`src/rtl/residual_pkg.sv`:
```
// Shared types and constants for the residual adder arbiter.
// Optional feature macro: RESIDUAL_ARB_TIMEOUT_EN (engine busy timeout).
package residual_pkg;

  // Arbiter FSM states.
  typedef enum logic [1:0] {
    IDLE    = 2'd0,
    START   = 2'd1,
    WAIT    = 2'd2,
    RELEASE = 2'd3
  } arb_state_e;

  // Width of the engine-busy timeout counter; must hold TIMEOUT_CYCLES-1.
  localparam int TO_CNT_W = 16;

endpackage : residual_pkg

```
`src/rtl/residual_arb_rr_pick.sv`:
```
// Combinational round-robin picker: searches from last_ptr_i+1 upward,
// wrapping at NUM_REQ-1 -> 0, and returns the first requesting index.
module rr_pick
  import residual_pkg::*;
#(
  parameter int NUM_REQ = 2
) (
  input  logic [NUM_REQ-1:0]         req_i,
  input  logic [$clog2(NUM_REQ)-1:0] last_ptr_i,
  output logic [$clog2(NUM_REQ)-1:0] winner_o,
  output logic                       valid_o
);

  localparam int IW = $clog2(NUM_REQ);

  // Walk the NUM_REQ candidates in priority order; the first hit wins.
  always_comb begin
    logic [IW:0]   raw_v;
    logic [IW-1:0] idx_v;
    winner_o = '0;
    valid_o  = 1'b0;
    raw_v    = '0;
    idx_v    = '0;
    for (int k = 1; k <= NUM_REQ; k++) begin
      raw_v    = {1'b0, last_ptr_i} + (IW+1)'(k);
      raw_v    = (raw_v >= (IW+1)'(NUM_REQ)) ? (raw_v - (IW+1)'(NUM_REQ)) : raw_v;
      idx_v    = raw_v[IW-1:0];
      winner_o = (req_i[idx_v] && !valid_o) ? idx_v : winner_o;
      valid_o  = valid_o | req_i[idx_v];
    end
  end

endmodule : rr_pick

```
`src/rtl/residual_arb.sv`:
```
// Round-robin arbiter granting one shared residual adder engine to one of
// NUM_REQ requesters per job (IDLE -> START -> WAIT -> RELEASE).
// Optional feature macro: RESIDUAL_ARB_TIMEOUT_EN aborts a job whose engine
// stays busy for TIMEOUT_CYCLES WAIT cycles and pulses err with req_done.
// All outputs come from registers or from decoding the registered state.
module residual_arb
  import residual_pkg::*;
#(
  parameter int NUM_REQ        = 2,
  parameter int TIMEOUT_CYCLES = 1024
) (
  input  logic                       clk,
  input  logic                       rst,
  input  logic [NUM_REQ-1:0]         req,
  output logic [NUM_REQ-1:0]         gnt,
  output logic [NUM_REQ-1:0]         req_done,
  output logic [$clog2(NUM_REQ)-1:0] sel,
  output logic                       eng_start,
  input  logic                       eng_done,
  output logic                       busy,
  output logic                       err
);

  localparam int IW = $clog2(NUM_REQ);

  arb_state_e         state_q, state_d;
  logic [IW-1:0]      sel_q, sel_d;
  logic [NUM_REQ-1:0] gnt_q, gnt_d;
  logic [IW-1:0]      last_ptr_q, last_ptr_d;
  logic [IW-1:0]      pick_idx_s;
  logic               pick_valid_s;

`ifdef RESIDUAL_ARB_TIMEOUT_EN
  localparam logic [TO_CNT_W-1:0] TO_LAST = TO_CNT_W'(TIMEOUT_CYCLES - 1);
  logic [TO_CNT_W-1:0] cnt_q, cnt_d;
  logic                err_q, err_d;
`else
  logic unused_timeout_s;
  assign unused_timeout_s = ^TO_CNT_W'(TIMEOUT_CYCLES);
`endif

  rr_pick #(
    .NUM_REQ (NUM_REQ)
  ) u_rr_pick (
    .req_i      (req),
    .last_ptr_i (last_ptr_q),
    .winner_o   (pick_idx_s),
    .valid_o    (pick_valid_s)
  );

  // Next-state and next-register logic for the job FSM.
  always_comb begin
    state_d    = state_q;
    sel_d      = sel_q;
    gnt_d      = gnt_q;
    last_ptr_d = last_ptr_q;
`ifdef RESIDUAL_ARB_TIMEOUT_EN
    cnt_d      = cnt_q;
    err_d      = 1'b0;
`endif
    case (state_q)
      IDLE: begin
        if (pick_valid_s) begin
          sel_d   = pick_idx_s;
          gnt_d   = NUM_REQ'(1) << pick_idx_s;
          state_d = START;
        end else begin
          gnt_d   = '0;
          state_d = IDLE;
        end
      end
      START: begin
        // eng_done is deliberately not looked at here.
`ifdef RESIDUAL_ARB_TIMEOUT_EN
        cnt_d   = '0;
`endif
        state_d = WAIT;
      end
      WAIT: begin
        if (eng_done) begin
          state_d = RELEASE;
        end else begin
`ifdef RESIDUAL_ARB_TIMEOUT_EN
          if (cnt_q == TO_LAST) begin
            state_d = RELEASE;
            err_d   = 1'b1;
          end else begin
            cnt_d   = cnt_q + TO_CNT_W'(1);
            state_d = WAIT;
          end
`else
          state_d = WAIT;
`endif
        end
      end
      RELEASE: begin
        last_ptr_d = sel_q;
        gnt_d      = '0;
        state_d    = IDLE;
      end
      default: begin
        gnt_d   = '0;
        state_d = IDLE;
      end
    endcase
  end

  // State and datapath registers; reset drops any job in flight.
  always_ff @(posedge clk or posedge rst) begin
    if (rst) begin
      state_q    <= IDLE;
      sel_q      <= '0;
      gnt_q      <= '0;
      last_ptr_q <= IW'(NUM_REQ - 1);
`ifdef RESIDUAL_ARB_TIMEOUT_EN
      cnt_q      <= '0;
      err_q      <= 1'b0;
`endif
    end else begin
      state_q    <= state_d;
      sel_q      <= sel_d;
      gnt_q      <= gnt_d;
      last_ptr_q <= last_ptr_d;
`ifdef RESIDUAL_ARB_TIMEOUT_EN
      cnt_q      <= cnt_d;
      err_q      <= err_d;
`endif
    end
  end

  assign gnt       = gnt_q;
  assign sel       = sel_q;
  assign busy      = (state_q != IDLE);
  assign eng_start = (state_q == START);
  assign req_done  = (state_q == RELEASE) ? gnt_q : '0;
`ifdef RESIDUAL_ARB_TIMEOUT_EN
  assign err       = err_q;
`else
  assign err       = 1'b0;
`endif

endmodule : residual_arb

```
`config.mk`:
```
export PLATFORM = sky130hd
export DESIGN_NAME = residual_arb
export DESIGN_NICKNAME = d
export VERILOG_FILES = /design/src/rtl/residual_pkg.sv /design/src/rtl/residual_arb_rr_pick.sv /design/src/rtl/residual_arb.sv
export SDC_FILE = /design/constraint.sdc
export NUM_CORES = 1
export LEC_CHECK = 0
export BUFFER_PORTS_ARGS = -buffer_cell sky130_fd_sc_hd__buf_2
export CORE_AREA = 3 3 40 42
export DETAILED_ROUTE_END_ITERATION = 10
export DIE_AREA = 0 0 43 45
export SETUP_SLACK_MARGIN = 0.2
export SLEW_MARGIN = 20
export SYNTH_ARGS = -nofsm -noshare
export SYNTH_HDL_FRONTEND = slang
export SYNTH_SLANG_ARGS = --single-unit
```
`constraint.sdc`:
```
create_clock -name clk -period 3.25 [get_ports clk]
set_input_delay 0.325 -clock clk [delete_from_list [all_inputs] [get_ports clk]]
set_output_delay 0.325 -clock clk [all_outputs]
set_load 0.01 [all_outputs]
```
==> summary.md, run 1 <==
| Metric | Value |
|---|---|
| Areal power density over the cells | 954 nW/um^2 |
| Cell type of the slowest stage on the worst timing path | dfrtp_1 |
| Syn nets | 40 |
| CP startpoint | state_q[0] |
| First-pass iteration count of the detailed router | 4 |
| Final worst path period share | 46.4% |
| Floorplan die height | 45 um |
| Met3 Resource Use GR | 2.79% |
| Share of the synthesized area in the top cell type | 38.3% |
| RSZ-0062 raised after global routing | no |
| Post-synthesis cell type with the largest combined area | dfrtp_1 |
| Register-to-Register Setup Slack | 2030 ps |
| Layout cell share with drive strength beyond 1 | 37.8% |
| Total Negative Setup Slacks | 0 ps |
| Crit path kind | reg -> out |
| Iteration-0 DRC Markers | 2 |
| Max capacitance violation total | 0 |
| CP max FO | 4 |
| Final-report hold violation count | 0 |
| Std cell rows | 13 |
| Synthesized area | 327 um^2 |
| Port Buffer Count | 11 |
| Path class of the lowest-slack min-delay path | in -> reg |
| Maximum number of pins on one net before global-route repair | 7 |
| WP data required | 2920 ps |
| Flip-flop and latch count after synthesis | 6 |
| Final period demand of the worst path | 1510 ps |
| Startpoint of the worst-slack reg-to-reg timing path | state_q[0] |
| Count of fill cells added during filler insertion | 139 |
| Worst ir drop on vdd | 0.304 mV |
| First-pass GRT wire length | 945 um |
| Result of the run | finished, final reports clean |
| Antenna Nets Post-Route | 0 |
| Gr busiest metal | met2 |
| Syn avg cell area | 10.9 um^2 |
| CTS max path bufs | 2 |
| Average wire per standard cell | 10.1 um |
| Setup skew after layout | 7.96 ps |
| Hold Path Origin | req[0] |
| Maximum operating frequency | 0.664 GHz |
| Area added between synthesis and finish | 31.4% |
| R2r endpoint | gnt[0] |
| Most frequent cells in the layout | buf_2 (11), ha_1 (5), dfrtp_1 (5) |
| Setup Fix Bufs, Post-CTS | 0 |
| Insertion delay to the later sink of the worst-skew pair | 250 ps |
| Final hold slack | 301 ps |
| Sequential-to-total area share from yosys stat | 46.4% |
| Number of vias in the routed layout | 258 |
| Worst setup SP type | flop |
| Detailed Place HPWL | 496 um |
| Endpoint class of the critical path | primary output |
| Area contributors post-synth | dfrtp_1 (38%), ha_1 (19%), dfstp_2 (8.0%) |
| Total overflow reported by the global router | 0 |
| Cell at the root of the clock tree | clkbuf_4 |
| Most common cell after layout, fill and taps aside | buf_2 |
| Effective utilization at floorplan | 25.4% |
| Max-slew violation total from the final report | 0 |
| Pleak | 0.233 nW |
| DRC violations left | 0 |
| CP arrival | 1180 ps |
| Instance count of the mapped netlist | 30 |
| Final WS setup | 1740 ps |
| Vias in the first global route | 234 |
| Sum of routed wire length over all layers | 607 um |
| Slowest Stage Delay on Critical Path | 390 ps |
| Layout net count | 56 |
| Global-route track usage on met1 | 8.35% |
| Die extent in x | 43 um |
| Antenna Diode Count | 0 |
| Number of I/O pins | 13 |
| Count of cell types in the netlist | 16 |
| Critical path destination | req_done[1] |
| RePlAce Congestion | 0.811 |
| Met2 usage in global routing | 9.58% |
| Average via count per standard cell | 4.30 |
| Number of antenna violations at the first check in global routing | 0 |
| Final-report setup violation count | 0 |
| Synthesis warning total | 0 |
| Placement-stage worst setup slack | 2000 ps |
| Cell-by-cell listing of the critical path | ha_1, and2_1, buf_2 |
| Number of buffers created by CTS | 3 |
| Number of cells on the worst reg-to-reg path | 4 |
| Total die area | 1940 um^2 |
| Clock tree sinks | 6 |
| Total Routing Usage GR | 6.87% |
| Placeable core region | 1280 um^2 |
| Clock transition at path regs | 50 ps |
| CTS tree | yes |
| Total number of H-tree levels | 1 |
cell type report:
class                   instances  area [um^2]  share of cell area, %
repair buffers                 12         65.1                   15.2
flip-flops and latches          6          151                   35.3
clock buffers                   4         26.3                   6.12
inverters                       4         15.0                   3.50
well taps                      15         18.8                   4.37
multi-input cells              19          153                   35.6
metal layers:
metal,up-vias,wire length (um)
met5,-,0
met4,0,11
met3,2,61
met2,13,268
met1,114,266
li1,129,-
registers in the layout, indices dropped and copies added, names as in the netlist:
register and count:
last_ptr_q 1, gnt 2, sel 1, state_q 2
synthesized netlist by cell type:
library cell  number
a32o_2             1
ha_1               5
mux2_1             1
a31oi_1            1
nor2_2             1
and2_1             2
dfrtp_1            5
inv_1              4
nand2b_1           1
conb_1             1
a21oi_1            3
dfstp_2            1
nor2_1             1
buf_4              1
a32o_1             1
nand2_1            1
worst min path at each step:
stage                            end  slack (ps)  cells past startpoint
final                            sel         300                      2
after global routing             sel         310                      2
after CTS                        sel         300                      2
after detailed placement  state_q[1]         250                      2
after global placement    state_q[1]         250                      2
after floorplan               gnt[0]         120                      1
cell families (layout without fill, tap and decap cells):
family,Yosys count,after routing,synth area share [%]
AOI/OAI and AO/OA,6,6,13.0
other,1,1,1.15
buffers and inverters,5,20,6.90
and+or+nand+nor,6,6,9.96
adders and majority gates,5,5,19.2
muxes,1,1,3.45
DFF,6,6,46.4
worst max-delay path, delay by kind of cell (launching register included):
kind	cells	cell delay, ps
fa+ha+maj	1	260
buf+inv	1	130
flops	1	390
simple gates	1	150
power by group:
part | switching, mW | total (mW) | internal [mW] | leakage, nW
Sequential | 0.0247 | 0.142 | 0.117 | 0.0714
Clock | 0.0297 | 0.0764 | 0.0467 | 0.0150
Combinational | 0.101 | 0.191 | 0.0899 | 0.146
timing repair:
| item | CTS | global route |
|---|---|---|
| hold buffers | 1 | 0 |
| resized for setup | 0 | 0 |
| hold endpoints to repair | 5 | 0 |
metrics by stage:
stage / std cells / total power, mW / instance area [um^2] / utilization (%)
2_1_floorplan: 30 / 0.278 / 327 / -
3_3_place_gp: 55 / 0.339 / 393 / 30.6
3_5_place_dp: 55 / 0.340 / 393 / 30.6
4_1_cts: 60 / 0.420 / 429 / 33.4
5_1_grt: 60 / 0.443 / 429 / 33.4
6_report: 60 / 0.409 / 429 / 33.4
(Power assumes the default switching activity.)
==> run 2: changes to the inputs <==
- clock period: 3.25 -> 1.3 ns (I/O delays scaled with it)
==> run 2 against run 1 <==
Compared with the run above:
- count of clock-buffer cells in the layout stayed put
- sequential share of layout area is 6.5 points lower
- core utilization is 8.2 points higher
- critical path depth stayed put
- clock skew is 1.5 ps lower
- combinational power grew to 4.1 times the previous value
- final area is 24% higher
- largest power group unchanged
- cell count is 6.7% higher
- clock power is 140% higher
- largest cell class unchanged
- sequential cell count stayed put
==> summary.md, run 2 (synthesis results as in run 1) <==
| Metric | Value |
|---|---|
| Number of antenna violations at the first check in global routing | 0 (unchanged) |
| Worst ir drop on vdd | 1.21 mV (+300%) |
| First-pass iteration count of the detailed router | 2 (-2) |
| Final-report setup violation count | 0 (unchanged) |
| Layout net count | 60 (+7.1%) |
| Final WS setup | 59.1 ps (-1680 ps) |
| RePlAce Congestion | 0.736 (-9.2%) |
| Clock transition at path regs | 50 ps (about the same) |
| CTS tree | yes |
| Max capacitance violation total | 0 (unchanged) |
| Average wire per standard cell | 10.9 um (+7.7%) |
| Cell-by-cell listing of the critical path | ha_4, and2_4, buf_6 |
| Number of vias in the routed layout | 273 (+5.8%) |
| Cell at the root of the clock tree | clkbuf_4 |
| Total Routing Usage GR | 8.29% (+1.4 points) |
| Worst Hold Depth | 2 (unchanged) |
| Die extent in x | 43 um (unchanged) |
| Average via count per standard cell | 4.27 (-0.80%) |
| Cell type of the slowest stage on the worst timing path | dfrtp_2 |
| RSZ-0062 raised after global routing | yes |
| Antenna Diode Count | 0 (unchanged) |
| Placeable core region | 1280 um^2 (unchanged) |
| Endpoint class of the critical path | primary output |
| CP max FO | 4 (unchanged) |
| Most frequent cells in the layout | buf_2 (7), buf_6 (5) |
| Post-DP Area | 405 um^2 (+3.2%) |
| Area added between synthesis and finish | 63.6% |
| CP arrival | 1110 ps (-70 ps) |
| Most common cell after layout, fill and taps aside | buf_2 |
| Insertion delay to the later sink of the worst-skew pair | 240 ps (about the same) |
| First-pass GRT wire length | 1110 um (+17%) |
| Clock tree sinks | 6 (unchanged) |
| Setup skew after layout | 6.41 ps (-1.54 ps) |
| Number of I/O pins | 13 (unchanged) |
| Crit path kind | reg -> out |
| Pleak | 0.256 nW (+9.8%) |
| Final period demand of the worst path | 1240 ps |
| Vias in the first global route | 269 (+15%) |
| Iteration-0 DRC Markers | 4 (+2) |
| Number of cells on the worst reg-to-reg path | 4 (unchanged) |
| Std cell rows | 13 (unchanged) |
| Number of buffers created by CTS | 3 (unchanged) |
| Worst setup SP type | flop |
| Result of the run | finished, final reports clean |
| Register-to-Register Setup Slack | 160 ps (-1870 ps) |
| Areal power density over the cells | 2550 nW/um^2 (+170%) |
| Post-layout instance area | 534 um^2 (+24%) |
| Antenna Nets Post-Route | 0 (unchanged) |
| CTS max path bufs | 2 (unchanged) |
| Total die area | 1940 um^2 (unchanged) |
| Path class of the lowest-slack min-delay path | in -> reg |
| Cell count along the critical path | 3 (unchanged) |
| Maximum operating frequency | 0.806 GHz |
| Total design power | 1.36 mW (+230%) |
| Detailed Place HPWL | 500 um (+0.77%) |
| Final-report hold violation count | 0 (unchanged) |
| Total Negative Setup Slacks | 0 ps (unchanged) |
| Layout cell share with drive strength beyond 1 | 67.3% (+30 points) |
| Crit path buf inv count | 1 (unchanged) |
| Final worst path period share | 95.5% |
| Floorplan die height | 45 um (unchanged) |
| Placement-stage worst setup slack | 130 ps (-1870 ps) |
| DRC violations left | 0 (unchanged) |
| Total number of H-tree levels | 1 (unchanged) |
| Effective utilization at floorplan | 25.4% (unchanged) |
| WP data required | 1170 ps (-1750 ps) |
| Maximum number of pins on one net before global-route repair | 7 (unchanged) |
| Post-route core utilization | 41.6% (+8.2 points) |
| Port Buffer Count | 11 (unchanged) |
| Max-slew violation total from the final report | 0 (unchanged) |
| Slowest Stage Delay on Critical Path | 440 ps (+50 ps) |
| Total overflow reported by the global router | 0 (unchanged) |
| Sum of routed wire length over all layers | 697 um (+15%) |
| Category of cells accounting for the largest share of critical-path delay | flip-flops |
run 2: power by group:
group / internal, mW / leakage (nW) / switching [mW]
logic: 0.447 / 0.171 / 0.337
registers: 0.300 / 0.0693 / 0.0919
clock network: 0.116 / 0.0150 / 0.0689
total: 0.863 / 0.256 / 0.498
run 2: worst paths after layout:
| kind | startpoint | to |
|---|---|---|
| setup / recovery | state_q[0] | req_done[0] |
| hold / removal | req[0] | sel |
| setup reg to reg | state_q[0] | gnt[0] |
| hold reg to reg | gnt[0] | gnt[0] |
| max in group asynchronous | rst | last_ptr_q |
| min in group asynchronous | rst | gnt[0] |
run 2: metrics by stage:
step | instances | hold slack, ps
floorplan | 30 | -79.8
global placement | 55 | 56.0
detailed placement | 55 | 54.2
CTS | 63 | 105
global route | 64 | 123
finish | 64 | 115
run 2: final cells by class:
class                      instances  area (um^2)
tap                               15         18.8
inverter                           4         15.0
fill                             121          751
multi-input combinational         19          196
sequential                         6          154
clock buffer                       4         26.3
timing repair buffer              16          124
run 2: layer usage:
metal	global-route usage, %	up-vias	part of all wire [%]
li1	-	135	-
met1	8.82	125	41
met2	12.9	11	47
met3	4.38	2	9.3
met4	5.42	0	2.0
met5	0	-	0
run 2: what timing repair did:
item                                    in CTS  in global routing
buffers inserted                             3                  1
endpoints found under the setup margin       6                  8
cloned                                       0                  0
resized for setup                           11                  5
pin swaps                                    3                  4
hold endpoints to repair                     5                  0
hold buffers                                 1                  0
run 2: worst reg2reg max path, stage by stage (launching register included):
cell and delay (ps):
dfrtp_2 410, inv_2 70, ha_4 300, nor2_4 40
a32o_2 220
